$ cat config.mk
export PLATFORM = sky130hd
export DESIGN_NAME = prng8check_flat
export DESIGN_NICKNAME = d
export VERILOG_FILES = /design/src/rtl/prng8check_if.sv /design/src/rtl/prng8check.sv /design/src/flat_wrapper.sv
export SDC_FILE = /design/constraint.sdc
export NUM_CORES = 1
export LEC_CHECK = 0
export CAP_MARGIN = 20
export CORE_ASPECT_RATIO = 2
export CORE_UTILIZATION = 45
export DETAILED_ROUTE_END_ITERATION = 7
export HOLD_SLACK_MARGIN = 0.02
export PLACE_DENSITY = 0.68
export RECOVER_POWER = 25
export REMOVE_ABC_BUFFERS = 1
export SETUP_SLACK_MARGIN = 0.05
export SYNTH_ARGS = -nofsm -noshare
export SYNTH_HDL_FRONTEND = slang
export SYNTH_SLANG_ARGS = --single-unit
$ cat constraint.sdc
create_clock -name clk -period 2.9 [get_ports clk]
set_input_delay 0.725 -clock clk [delete_from_list [all_inputs] [get_ports clk]]
set_output_delay 0.725 -clock clk [all_outputs]
set_load 0.01 [all_outputs]
$ cat src/rtl/prng8check_if.sv
// rtl/prng8check_if.sv - byte stream and status bundle for the PRNG receive checker
interface prng8check_if #(
    parameter int CNT_W = 16
) ();
    logic             update;
    logic [7:0]       data;
    logic             locked;
    logic             error;
    logic [CNT_W-1:0] err_count;
    logic [7:0]       expected;

    modport master (
        output update, data,
        input  locked, error, err_count, expected
    );

    modport slave (
        input  update, data,
        output locked, error, err_count, expected
    );
endinterface

$ cat src/rtl/prng8check.sv
// rtl/prng8check.sv - self-synchronising checker for the parallel 8-bit PRNG byte stream
module prng8check #(
    parameter int LOCK_CNT = 4,
    parameter int LOSS_CNT = 4,
    parameter int CNT_W    = 16
) (
    input  logic         clk,
    input  logic         Rst,
    prng8check_if.slave  bus
);
    localparam int MW = $clog2(LOCK_CNT + 1);
    localparam int BW = $clog2(LOSS_CNT + 1);

    typedef enum logic [1:0] {
        ST_SEARCH,
        ST_VERIFY,
        ST_LOCKED
    } state_t;

    state_t           r_state, w_state_nx;
    logic [7:0]       r_expected, w_expected_nx;
    logic [MW-1:0]    r_match_cnt, w_match_nx;
    logic [BW-1:0]    r_bad_cnt, w_bad_nx;
    logic [CNT_W-1:0] r_err_count, w_err_count_nx;
    logic             r_error, w_error_nx;
    logic             r_locked;
    logic [7:0]       w_f_data;
    logic [7:0]       w_f_expected;
    logic             w_hit;

    // Eight single LFSR steps, x^8+x^6+x^5+x^4+1, matching the parallel generator.
    function automatic logic [7:0] lfsr_f(input logic [7:0] x);
        logic [7:0] s;
        s = x;
        for (int i = 0; i < 8; i++) begin
            s = {s[6:0], s[7] ^ s[5] ^ s[4] ^ s[3]};
        end
        return s;
    endfunction

    assign w_f_data     = lfsr_f(bus.data);
    assign w_f_expected = lfsr_f(r_expected);
    assign w_hit        = (bus.data == r_expected);

    always_comb begin
        w_state_nx     = r_state;
        w_expected_nx  = r_expected;
        w_match_nx     = r_match_cnt;
        w_bad_nx       = r_bad_cnt;
        w_err_count_nx = r_err_count;
        w_error_nx     = 1'b0;
        if (bus.update) begin
            case (r_state)
                ST_SEARCH: begin
                    if (bus.data != 8'h00) begin
                        w_expected_nx = w_f_data;
                        w_match_nx    = '0;
                        w_state_nx    = ST_VERIFY;
                    end
                end
                ST_VERIFY: begin
                    if (w_hit) begin
                        w_expected_nx = w_f_data;
                        w_match_nx    = r_match_cnt + 1'b1;
                        if (w_match_nx == MW'(LOCK_CNT)) begin
                            w_state_nx = ST_LOCKED;
                            w_bad_nx   = '0;
                        end
                    end else if (bus.data != 8'h00) begin
                        w_expected_nx = w_f_data;
                        w_match_nx    = '0;
                    end else begin
                        w_match_nx = '0;
                        w_state_nx = ST_SEARCH;
                    end
                end
                ST_LOCKED: begin
                    // Free-run so a corrupted byte never poisons the prediction.
                    w_expected_nx = w_f_expected;
                    if (w_hit) begin
                        w_bad_nx = '0;
                    end else begin
                        w_error_nx = 1'b1;
                        if (r_err_count != '1) begin
                            w_err_count_nx = r_err_count + 1'b1;
                        end
                        w_bad_nx = r_bad_cnt + 1'b1;
                        if (w_bad_nx == BW'(LOSS_CNT)) begin
                            w_state_nx = ST_SEARCH;
                            w_match_nx = '0;
                        end
                    end
                end
                default: w_state_nx = ST_SEARCH;
            endcase
        end
    end

    always_ff @(posedge clk) begin
        if (Rst) begin
            r_state     <= ST_SEARCH;
            r_expected  <= 8'h00;
            r_match_cnt <= '0;
            r_bad_cnt   <= '0;
            r_err_count <= '0;
            r_error     <= 1'b0;
            r_locked    <= 1'b0;
        end else begin
            r_state     <= w_state_nx;
            r_expected  <= w_expected_nx;
            r_match_cnt <= w_match_nx;
            r_bad_cnt   <= w_bad_nx;
            r_err_count <= w_err_count_nx;
            r_error     <= w_error_nx;
            r_locked    <= (w_state_nx == ST_LOCKED);
        end
    end

    assign bus.locked    = r_locked;
    assign bus.error     = r_error;
    assign bus.err_count = r_err_count;
    assign bus.expected  = r_expected;
endmodule

$ cat src/flat_wrapper.sv
// flat-port wrapper written by rule: the top's interface ports become plain ports
module prng8check_flat 
#(
    parameter int LOCK_CNT = 4,
    parameter int LOSS_CNT = 4,
    parameter int CNT_W    = 16
)
  (clk, Rst, bus_update, bus_data, bus_locked, bus_error, bus_err_count, bus_expected);
  prng8check_if #(.CNT_W(CNT_W)) bus_i ();
  input  logic clk;
  input  logic Rst;
  input wire logic [$bits(bus_i.update)-1:0] bus_update;
  input wire logic [$bits(bus_i.data)-1:0] bus_data;
  output wire logic [$bits(bus_i.locked)-1:0] bus_locked;
  output wire logic [$bits(bus_i.error)-1:0] bus_error;
  output wire logic [$bits(bus_i.err_count)-1:0] bus_err_count;
  output wire logic [$bits(bus_i.expected)-1:0] bus_expected;
  assign bus_i.update = bus_update;
  assign bus_i.data = bus_data;
  assign bus_locked = bus_i.locked;
  assign bus_error = bus_i.error;
  assign bus_err_count = bus_i.err_count;
  assign bus_expected = bus_i.expected;
  prng8check #(.LOCK_CNT(LOCK_CNT), .LOSS_CNT(LOSS_CNT), .CNT_W(CNT_W)) u_core (.clk(clk), .Rst(Rst), .bus(bus_i));
endmodule
Word level (Yosys, flattened, before mapping)
Cells that the tools add are included.
{"block": "word_totals", "reg_bits": 34, "elab_cells": 103}
{"block": "op_classes", "eq_ne": 12, "bitwise_logic": 51, "reduce_logical": 9, "muxes": 21, "n_addsub": 3}
{"operator": "$xor 1x1->1", "n": 48}
{"operator": "$pmux 8 s3", "n": 1}
{"operator": "$mux 3", "n": 7}
{"operator": "$add 16x1->16 const B", "n": 1}
{"operator": "$mux 8", "n": 2}
{"operator": "$ne 16x16->1 const B", "n": 1}
{"operator": "$mux 2", "n": 7}
{"operator": "$pmux 3 s3", "n": 1}
{"operator": "$eq 8x8->1", "n": 1}
{"operator": "$ne 2x1->1 const B", "n": 4}
{"operator": "$reduce_and 4->1", "n": 2}
{"operator": "$reduce_bool 8->1", "n": 1}
{"operator": "$add 3x1->3 const B", "n": 2}
{"operator": "$eq 3x3->1 const B", "n": 2}
{"operator": "$pmux 2 s3", "n": 1}
{"operator": "$pmux 3 s2", "n": 1}
{"operator": "$reduce_and 5->1", "n": 1}
{"operator": "$eq 2x2->1 const B", "n": 2}
{"operator": "$not 1->1", "n": 3}
{"operator": "$reduce_bool 3->1", "n": 1}
{"operator": "$reduce_or 3->1", "n": 1}
{"operator": "$eq 2x1->1 const B", "n": 1}
{"operator": "$logic_not 2->1", "n": 1}
{"operator": "$ne 2x2->1 const B", "n": 1}
{"operator": "other kinds (3)", "n": 3}

Logic depth before layout (Yosys ltp)
{"block": "logic_depth", "ltp_word": 9, "depth_mapped": 8}

Worst setup path after synthesis
Ideal clock, no wire load.
{"block": "synth_timing", "path_kind": "input to register", "start": "input port bus_data[5]", "end": "register u_core.r_match_cnt[2]", "path_stages": 8, "n_path_buf": 2, "path_slack_ps": 471, "t_arrival_ps": 2336, "setup_time_ps": 92, "cell_sequence": "buf_4 -> xor2_1 -> nor4_2 -> and2_1 -> buf_6 -> nand2_4 -> or4b_1 -> o32ai_1"}
{"block": "synth_between", "elab_chain_cells": 3, "elab_cells_between_ends": 7, "cone_classes": "3 x eq/ne; 2 x mux; 2 x reduce/logical"}
{"item": "from (decl)", "line": "flat_wrapper.sv:13", "text": "input wire logic [$bits(bus_i.data)-1:0] bus_data;"}
{"item": "$eq 8x8->1 or $reduce_bool 8->1 (tied branches)", "line": "prng8check.sv:43, prng8check.sv:55"}
{"item": "$ne 2x2->1 (no line), or another cell as far along"}
{"item": "$reduce_and 5->1 (no line) or $pmux 3 s3 (tied branches)"}
{"item": "to (signal assigned)", "line": "prng8check.sv:111", "text": "r_match_cnt <= w_match_nx;"}
{"item": "to (decl)", "line": "prng8check.sv:22", "text": "logic [MW-1:0] r_match_cnt, w_match_nx;"}
Parallel ways exist; a longest one is shown, timed or not.
A chain may end at the register's enable or synchronous reset.

Worst setup path in the final report
{"block": "layout_timing", "start": "input port bus_data[1]", "end": "register u_core.r_state[0]"}
{"block": "layout_between", "elab_chain_cells": 5, "elab_cells_between_ends": 8, "cone_classes": "1 x eq/ne; 6 x mux; 1 x reduce/logical"}
{"item": "$reduce_bool 8->1", "line": "prng8check.sv:55, prng8check.sv:69"}
{"item": "$mux 2", "line": "prng8check.sv:69", "text": "end else if (bus.data != 8'h00) begin"}
{"item": "$mux 2", "line": "prng8check.sv:62", "text": "if (w_hit) begin"}
{"item": "$pmux 2 s3 (*)", "line": "prng8check.sv:53", "text": "case (r_state)"}
{"item": "$mux 2 (*)", "line": "prng8check.sv:52", "text": "if (bus.update) begin"}
{"item": "to (signal assigned)", "line": "prng8check.sv:109", "text": "r_state <= w_state_nx;"}
{"item": "to (decl)", "line": "prng8check.sv:20", "text": "state_t r_state, w_state_nx;"}
Every way passes the cells marked *; elsewhere a longest branch is shown, timed or not.

==> Flow_metrics.wiki <==
{| class="wikitable"
! Metric !! Value
|-
| Most used flip-flop cell after synthesis || dfxtp_1
|-
| Unrepaired setup endpoints after global routing || no
|-
| Synth top area share || between 20% and 30%
|-
| Sinks on Clock Net || 34
|-
| Count of max-cap constraint violations || 0
|-
| Areal power density over the cells || just under 400 mW/mm^2
|-
| Ant. Diodes || 0
|-
| Worst r2r src || u_core.bus.expected[5]
|-
| Kind of end point of the critical path || flip-flop
|-
| Core region area || roughly 0.0052 sq mm
|-
| Max Fanout on Critical Path || 6
|-
| Hold-critical path depth || 2
|-
| Leakage component of the power || about 1.3 nW
|-
| Fin. Hold Viols || 0
|-
| Clock buffer count from CTS || 5
|-
| Final routed DRC violation total || 0
|-
| Aggregate global-route resource usage || about a quarter
|-
| #FFs+latches synth || 34
|-
| IO Port Bufs || 36
|-
| Worst Max-Slew Pin Slew || between 600 and 700 ps
|-
| Area of the mapped netlist || 0.00244 sq mm
|-
| Clock Latency Late Sink || between 200 and 300 ps
|-
| Remaining antenna violation count || 0
|-
| Outcome || complete, no violations
|-
| Wire length per cell after detailed routing || 16.7 um
|-
| Routability-driven placement congestion ratio || 0.889
|-
| Final cycle utilization of the critical path || between 90% and 100%
|-
| Top-level I/O count || 37
|-
| Via count || ~2,400
|-
| CTS tree || yes
|-
| Die width || ~54 um
|-
| Buffers from clock root to sink, at most || 2
|-
| Proportion of synthesized flip-flops having asynchronous set or reset || 0%
|-
| Root Buffer || clkbuf_8
|-
| Half-perimeter wire length after detailed placement || 5.61 mm
|-
| Total power consumption of the routed design || between 0.001 and 0.0015 W
|-
| Effective utilization at floorplan || a little under half
|-
| Fin crit period || between 2000 and 3000 ps
|-
| Max-slew violation count || 0
|-
| Number of search-and-repair iterations in the first detailed-routing pass || 4
|-
| Max Clock Freq || roughly 370 MHz
|-
| Via count of the first global-routing pass || 2,424
|-
| Pin count of the biggest net entering global routing || 20
|-
| H-tree levels || 2
|-
| Post-CTS Hold Buffers || 0
|-
| Standard-cell row count || 37
|-
| Wire length of the first global-routing pass || about 11 mm
|-
| Synth top area cells || dfxtp_1 (28%), xor2_1 (10%), xnor2_1 (9.7%)
|-
| Share of layout cells above drive strength 1 || a little over an eighth
|-
| Instance area at placement || around 0.0030 sq mm
|-
| Startpoint class of the critical path || primary input
|-
| Endpoint arrival time on the critical path || roughly 2900 ps
|-
| Total Nets Final || 377
|-
| Count of fill cells added during filler insertion || 484
|-
| Avg Cell Area, Syn || 8.18 sq um
|-
| Worst flop-to-flop path endpoint || u_core.r_match_cnt[1]
|-
| Post-cts resize count || 0
|-
| Non-filler cells, final || about 420
|-
| Most frequent cell after synthesis || dfxtp_1
|-
| Max rail drop VDD || approximately 0.32 mV
|-
| Largest area contributor in the synthesized netlist || dfxtp_1
|-
| Unique masters post-synth || a little over 50
|-
| Total overflow reported by the global router || 0
|-
| Register area share after synthesis || between 20% and 30%
|-
| Number of cells on the worst reg-to-reg path || 6
|-
| Number of flops mapped to enable cells by yosys || 0
|-
| Worst-case clock skew || between 8 and 9 ps
|-
| Required time of the worst setup path || roughly 3100 ps
|-
| Endpoint, Worst Hold || u_core.r_match_cnt[2]
|-
| Worst rel slew slack || 55.3%
|-
| Setup-failing EPs final || 0
|-
| Growth of design area from synthesis to finish || 27.0%
|-
| Via density || slightly below 6
|-
| Number of antenna violations at the first check in global routing || 0
|-
| Mapped Cells || around 300
|-
| Type of the worst setup path || primary input to flip-flop
|-
| WL final || a little under 7 mm
|-
| Synth Warn # || 0
|-
| Number of setup buffers added after CTS || 0
|-
| Clk slew on worst S/H paths || ~70 ps
|-
| Leading cell types by count after synthesis || dfxtp_1 (34), nor2_1 (30), xor2_1 (29)
|-
| Chip Height || ~110 um
|-
| Total non-filler cell area in the finished layout || 0.00311 sq mm
|-
| Worst min path class || flip-flop to flip-flop
|-
| HP Start || u_core.r_match_cnt[2]
|-
| Area enclosed by the die boundary || roughly 0.0057 sq mm
|-
| Placed cell count || between 400 and 500
|-
| Flop2flop setup slack || 730 ps
|-
| DRT iter0 DRCs || between 50 and 60
|}
==> where the power goes <==
group	total, W	internal, W	switching (W)
registers	0.000500	0.000479	0.0000209
logic	0.000336	0.000161	0.000175
clock network	0.000372	0.000191	0.000181
==> critical path, cell delays in order <==
cell	delay [ps]
clkdlybuf4s50_1	500
nor4_1	450
nand2_1	170
a21oi_2	340
buf_4	170
nor2_1	40
o41a_1	330
nor2b_1	140
==> layout by cell type (no fill, tap or decap), types with 12 or more instances in the layout <==
master / netlist / final
a21oi_1: 15 / 15
inv_1: 13 / 13
nand3_1: 13 / 13
clkdlybuf4s50_1: 0 / 21
xor2_1: 29 / 29
xnor2_1: 27 / 27
o21ai_0: 12 / 12
nor2_1: 30 / 30
dlygate4sd3_1: 0 / 15
nand2_1: 16 / 16
dfxtp_1: 34 / 34
buf_4: 2 / 34
==> worst max-delay path by stage <==
stage / start / to / cells after the start
global placement: bus_data[1] / u_core.bus.expected[4] / 8
detailed placement: bus_data[1] / u_core.r_state[0] / 8
floorplan: bus_data[5] / u_core.r_match_cnt[2] / 6
finish: bus_data[1] / u_core.r_state[0] / 8
CTS: bus_data[1] / u_core.r_state[0] / 8
global route: bus_data[4] / u_core.r_state[0] / 8
==> kinds of logic (layout without fill, tap and decap cells) <==
kind of cell | count (synthesis) | count (layout) | synth area share (%)
AOI/OAI and AO/OA | 64 | 64 | 17.8
xor gates and xnor gates | 56 | 56 | 20.1
adders and majority gates | 9 | 9 | 4.61
buffers and inverters | 32 | 91 | 7.01
DFF | 34 | 34 | 27.8
muxes | 3 | 3 | 1.23
and+or+nand+nor | 101 | 101 | 21.4
==> stage by stage <==
stage               utilization (%)  TNS, ps  hold WS (ps)  setup WS, ps
floorplan                         -        0           464           542
global placement               58.1     -290           484         -77.6
detailed placement             58.1     -117           494         -58.5
CTS                            59.9        0           505           239
global route                   59.9        0           525          98.4
finish                         59.9        0           506           204
==> metal layers <==
| layer | part of all wire, % | GRT usage, % | vias to the layer above |
|---|---|---|---|
| met5 | 0 | 0 | - |
| met4 | 7.0 | 19.2 | 0 |
| met3 | 3.4 | 3.43 | 35 |
| met2 | 57 | 50.0 | 77 |
| met1 | 33 | 22.6 | 1127 |
| li1 | - | - | 1169 |
==> sequential cells by signal, indices dropped and copies added (netlist names) <==
name,count
u_core.r_state,2
u_core.bus.locked,1
u_core.bus.err_count,16
u_core.r_bad_cnt,3
u_core.bus.error,1
u_core.bus.expected,8
u_core.r_match_cnt,3
==> area by class of cell <==
type | instances | area (sq um) | share of cell area (%)
Clock inverter | 2 | 12.5 | 0.403
Clock buffer | 6 | 82.6 | 2.66
Timing Repair Buffer | 70 | 616 | 19.8
Inverter | 13 | 48.8 | 1.57
Sequential cell | 34 | 681 | 21.9
Multi-Input combinational cell | 233 | 1590 | 51.3
Tap cell | 58 | 72.6 | 2.34
No activity file was read; power rests on OpenSTA's default activity.
